[src/rtl/counter_0_9.sv]
// Decimal digit counter (0..MAX_COUNT) with a combinational carry-out and a 7-segment decoder.
// Chain digits by driving the next digit's enable from this digit's done.
module counter_0_9 #(
  parameter int unsigned MAX_COUNT      = 9,
  parameter bit          SEG_ACTIVE_LOW = 1'b1
) (
  input  logic       clk,
  input  logic       reset_n,
  input  logic       enable,
  output logic       done,
  output logic [6:0] seg
);

  localparam logic [3:0] MaxCount = 4'(MAX_COUNT);

  logic [3:0] count_q, count_d;
  logic [6:0] seg_on;

  // A count above the terminal value (never reached normally) also wraps to 0.
  always_comb begin
    count_d = count_q;
    if (enable) begin
      if (count_q >= MaxCount) count_d = 4'd0;
      else                     count_d = count_q + 4'd1;
    end
  end

  always_ff @(posedge clk) begin
    if (!reset_n) count_q <= 4'd0;
    else          count_q <= count_d;
  end

  assign done = enable && (count_q == MaxCount);

  // Active-high patterns, bit order gfedcba; codes 10..15 are blank.
  always_comb begin
    seg_on = 7'b0000000;
    case (count_q)
      4'd0:    seg_on = 7'b0111111;
      4'd1:    seg_on = 7'b0000110;
      4'd2:    seg_on = 7'b1011011;
      4'd3:    seg_on = 7'b1001111;
      4'd4:    seg_on = 7'b1100110;
      4'd5:    seg_on = 7'b1101101;
      4'd6:    seg_on = 7'b1111101;
      4'd7:    seg_on = 7'b0000111;
      4'd8:    seg_on = 7'b1111111;
      4'd9:    seg_on = 7'b1101111;
      default: seg_on = 7'b0000000;
    endcase
  end

  assign seg = SEG_ACTIVE_LOW ? ~seg_on : seg_on;

endmodule

[config.mk]
export PLATFORM = sky130hd
export DESIGN_NAME = counter_0_9
export DESIGN_NICKNAME = d
export VERILOG_FILES = /design/src/rtl/counter_0_9.sv
export SDC_FILE = /design/constraint.sdc
export NUM_CORES = 1
export LEC_CHECK = 0
export ABC_AREA = 1
export BUFFER_PORTS_ARGS = -buffer_cell sky130_fd_sc_hd__buf_2
export CAP_MARGIN = 20
export CORE_UTILIZATION = 45
export CTS_BUF_LIST = sky130_fd_sc_hd__clkbuf_16
export DETAILED_ROUTE_END_ITERATION = 7
export PLACE_DENSITY = 0.68
export SLEW_MARGIN = 15
export SYNTH_ARGS = -nofsm -noshare
export SYNTH_HDL_FRONTEND = slang
export SYNTH_SLANG_ARGS = --single-unit
[constraint.sdc]
create_clock -name clk -period 1.57 [get_ports clk]
set_input_delay 0.2355 -clock clk [delete_from_list [all_inputs] [get_ports clk]]
set_output_delay 0.2355 -clock clk [all_outputs]
set_load 0.05 [all_outputs]
* Yosys cells after proc, flatten, opt, wreduce, memory -nomap -nowiden
Memory sizes are Yosys's and may differ from the RTL's. A register that Yosys moved wholly into a read port is not among the register bits.
Cells that the tools add are included.
** Storage, ports and cells
- Register bits :: 4
- Bits in read-only memories :: 112
- Input port bits :: 3
- Output and inout bits :: 8
- Word-level logic and storage cells :: 10
- Memories kept :: 1
** Memory list
- (name not given) :: words 16, width 7, rd ports 1, clocked after memory_dff 1, write ports 0, line 38 : case (count_q)
** Operators by class
- Add/sub/neg operators :: 1
- $lt $le $gt $ge :: 1
- Equal/unequal tests :: 1
- Mux-type cells :: 3
- Bitwise operators :: 1
- Reductions and logical operators :: 1
** Operators by type and width (count)
- $mux W4 :: 3
- $not A7 Y7 :: 1
- $add A4 B1 Y4 const B :: 1
- $eq A4 B4 Y1 const B :: 1
- $ge A4 B4 Y1 const B :: 1
- $logic_and A1 B1 Y1 :: 1

* Longest topological paths before layout
- Depth in word-level cells :: 4
- Depth in mapped cells :: 13
- Depth with buffers taken out :: 13

* Worst setup path before layout
OpenSTA, ideal clock, no wires.
- Path kind :: register to register
- Start :: register count_q[1]
- End :: register seg_on[1] (netlist name)
- Library setup time :: 0.115 ns
- Arrival :: 1.630 ns
- Data required time :: 1.455 ns
- Slack :: -0.176 ns
- Stages on the path, launching flop included :: 11
- Path buffers :: 0
- Clock period less this slack :: 1.746 ns
- Cell sequence :: dfxtp_1 -> inv_1 -> ha_1 -> nor2_1 -> nand2_1 -> nand3_2 -> nand3_2 -> ha_1 -> nand3b_1 -> nand2_1 -> nand2_1
** On the way
- Longest elaborated chain between the ends :: 4
- Elaborated cells on any way between the ends :: 5
- Classes of those cells :: add/sub (1); order compare (1); mux (3)
** RTL lines
- start, declared :: line 16 : logic [3:0] count_q, count_d;
- start signal, assigned :: line 30 : else count_q <= count_d;
- $add A4 B1 Y4 / $ge A4 B4 Y1 (equally long branches) :: line 24, 23
- $mux W4 :: line 23 : if (count_q >= MaxCount) count_d = 4'd0;
- $mux W4 (no source line) * (2 in series)
Every way passes the cells marked *; elsewhere a longest branch is shown, timed or not.
A chain may end at the register's enable or synchronous reset.

* Worst setup path after layout
- Start :: register count_q[1]
- End :: register seg_on[3] (netlist name)
** On the way
- Longest elaborated chain between the ends :: 4
- Elaborated cells on any way between the ends :: 5
- Classes of those cells :: add/sub (1); order compare (1); mux (3)
** RTL lines (line)
- $add A4 B1 Y4 / $ge A4 B4 Y1 (equally long branches) :: 24, 23
- $mux W4 :: 23
- $mux W4 (no source line) * (2 in series)
Marked as above.

==> impl_metrics.toml <==
[status]
run_status = "complete, but fails checks"
violations = "setup timing"

[final_layout]
mostFrequentLayoutCells = "nand2_1 (27), inv_1 (14), buf_4 (11), dfxtp_1 (9), buf_2 (9)"
instances_no_fill = 133
area.growth.synth_to_final_pct = 48.2
post_route_cells_drive_above_1_share_pct = 44.1
n_fill_cell = 89
layout.cell_area.non_filler_mm2 = 0.00105
layout.cells.most_common = "nand2_1"
number_of_nets_in_the_layout = 131
layout.core_utilization_pct = 76.2
insertedDiodeCount = 0

[floorplan]
placementRows = 13
die_h_um = 41.7
core_region_area_mm2 = 0.00138
die_area_mm2 = 0.00174
pin_count = 11
floorplan.initialDensity_pct = 51.4
chipWidth_um = 41.7

[critical_path]
worstPathRequired_ns = 1.70
critical_path.most_common_cell = "nand2_1"
crit_path_cell_trace = "inv_2 -> ha_4 -> nor2_4 -> nand2_2 -> nand3_4 -> nand3_4 -> ha_4 -> nand3b_1 -> nand2_1 -> nand2_1 -> nand2_1"
r2r_slack_ns = -0.04
timing.critical_path.to_type = "flop"
critical_path.max_stage_delay_ns = 0.33
worst_path_maximum_fanout = 5
timing.critical_path.max_delay_family = "simple AND/OR/NAND/NOR gates"
cp_num_buf_inv = 1
cpMaxStageDelayCell = "dfxtp_2"
critPathArrivalTime_ns = 1.75
path_class = "flop to flop"
setup.worst_path.start_class = "flop"

[grt]
global_route.usage.total_pct = 19.5
grtUsageMet2_pct = 30.3
grt_pass1_vias = 581
wire_length_of_the_first_global_routing_pass_um = 2550
groute.layer.met1.usage_pct = 24.6
grt_overflow = 0
global_route.usage.met3_pct = 7.83
grt_antenna_before_repair = 0
grt_busiest_layer = "met2"
grt_max_degree = 9

[sta]
max_freq_mhz = 619
hold_violations = 0
final.hold.worst_slack_ns = 0.425
final.period_utilization_pct = 103
report.final.slew_viol_count = 0
worst-slew-pin-transition_ns = 0.265
timing.final.setup_violations = 5
layout_setup_ws_ns = -0.0445
timing.max_slew.rel_slack_pct = 82.5
clock_skew_ns = 0.00286
period_minus_slack_ns = 1.61
setup_tns_ns = -0.111
unrepaired_setup_endpoints_after_global_routing = "true"

[run]
max-cap-violations = 0

[clocking]
clock_sinks = 11
ctsRootBufferMaster = "clkbuf_16"
cts.path.max_buffers = 2
cts-htree-levels = 1
path_clk_slew_ns = 0.04
clkLatencyLatePin_ns = 0.24
tritoncts.num_buffers = 3
cts_tree = "done"

[logic_synthesis]
synth-seq-area-share_pct = 31.0
syn_inst = 93
synth.top_cell.area_share_pct = 31.0
synth_cell_type_count = 16
yosysWarningCount = 0
mappedNetlistArea_um2 = 711
post-synth-top-area-cell = "dfxtp_1"
synth-seq-cells = 11
synthesis.area_per_instance_um2 = 7.64
synthTopCellsByArea = "dfxtp_1 (31%), ha_1 (16%), nand2_1 (15%)"
synth.net_count = 105

[hold_path]
hold_path_class = "primary input to flop"

[routing]
drt_wl_total_um = 1560
firstDrtPassIters = 4
viasPerCell = 4.78
drt-initial-drc-count = 8
number_of_remaining_drc_errors = 0
num_vias = 636
wl_per_cell_um = 11.7
ant_nets = 0

[placed_design]
hpwlAfterDp_um = 1070
globalplace.congestion = 0.860
placed_cells_incl_taps = 126
numPortBuffers = 10
dp_worst_setup_slack_ns = -0.107
detailed_place.area_um2 = 895

[pwr]
vdd.ir_drop.worst_uv = 730
total_power_mw = 1.04
power_leakage_nw = 0.583
cell_pwr_density_mw_per_mm2 = 991
cell families after synthesis:
kind of cell,share of synthesized area [%]
AND/OR/NAND/NOR,40.8
buffers and inverters,10.7
flip-flops,31.0
adder cells (fa/ha/maj),15.8
AO/OA/AOI/OAI,1.58
routing by layer:
layer | routed length, µm | part of all wire [%] | up-vias
met5 | 0 | 0 | -
met3 | 72 | 4.6 | 3
met4 | 14 | 0.90 | 0
met2 | 730 | 47 | 16
met1 | 738 | 47 | 285
li1 | - | - | 332
what timing repair did:
item                                    4_1_cts  5_1_grt
pin swaps                                     6        5
buffers inserted                              2        2
hold buffers                                  0        0
endpoints found under the setup margin        7        7
resized for setup                            10        4
path summary, 6_finish.rpt:
kind	depth (start not counted)	start	to
min	3	reset_n	count_q[3]
min reg2reg	4	count_q[3]	count_q[0]
max	11	count_q[1]	seg_on[3]
max reg2reg	11	count_q[1]	seg_on[3]
worst register-to-register path, stage by stage, from the launching register on:
cell,delay [ns]
dfxtp_2,0.33
inv_2,0.06
ha_4,0.16
nor2_4,0.09
nand2_2,0.09
nand3_4,0.10
nand3_4,0.12
ha_4,0.29
nand3b_1,0.12
nand2_1,0.06
nand2_1,0.05
nand2_1,0.05
synthesized netlist by cell type:
library cell	count
nand2_1	29
inv_1	17
dfxtp_1	11
ha_1	9
nor2_1	6
nand3_1	5
nand2_2	3
nand3b_1	3
nand3_2	2
nand3_4	2
clkinv_4	1
inv_2	1
nand2_4	1
nand4_1	1
nor2_8	1
o21bai_2	1
where the power goes:
group	internal [mW]	leakage (nW)	switching, mW
logic	0.0946	0.449	0.172
registers	0.304	0.0919	0.0104
clock network	0.334	0.0423	0.129
total	0.733	0.583	0.311
cell type report:
| class | instances | area (µm²) | area share, % |
|---|---|---|---|
| sequential | 11 | 225 | 21.4 |
| multi-input combinational | 63 | 512 | 48.6 |
| clock buffer | 3 | 75.1 | 7.13 |
| clock inverter | 1 | 3.75 | 0.356 |
| timing repair buffer | 21 | 135 | 12.8 |
| tap | 15 | 18.8 | 1.78 |
| inverter | 19 | 83.8 | 7.96 |
sequential cells by signal, summed over array words and instances (netlist names):
name	count
count_q	4
seg_on	7
Note: power is estimated with default switching activity, not from simulation.
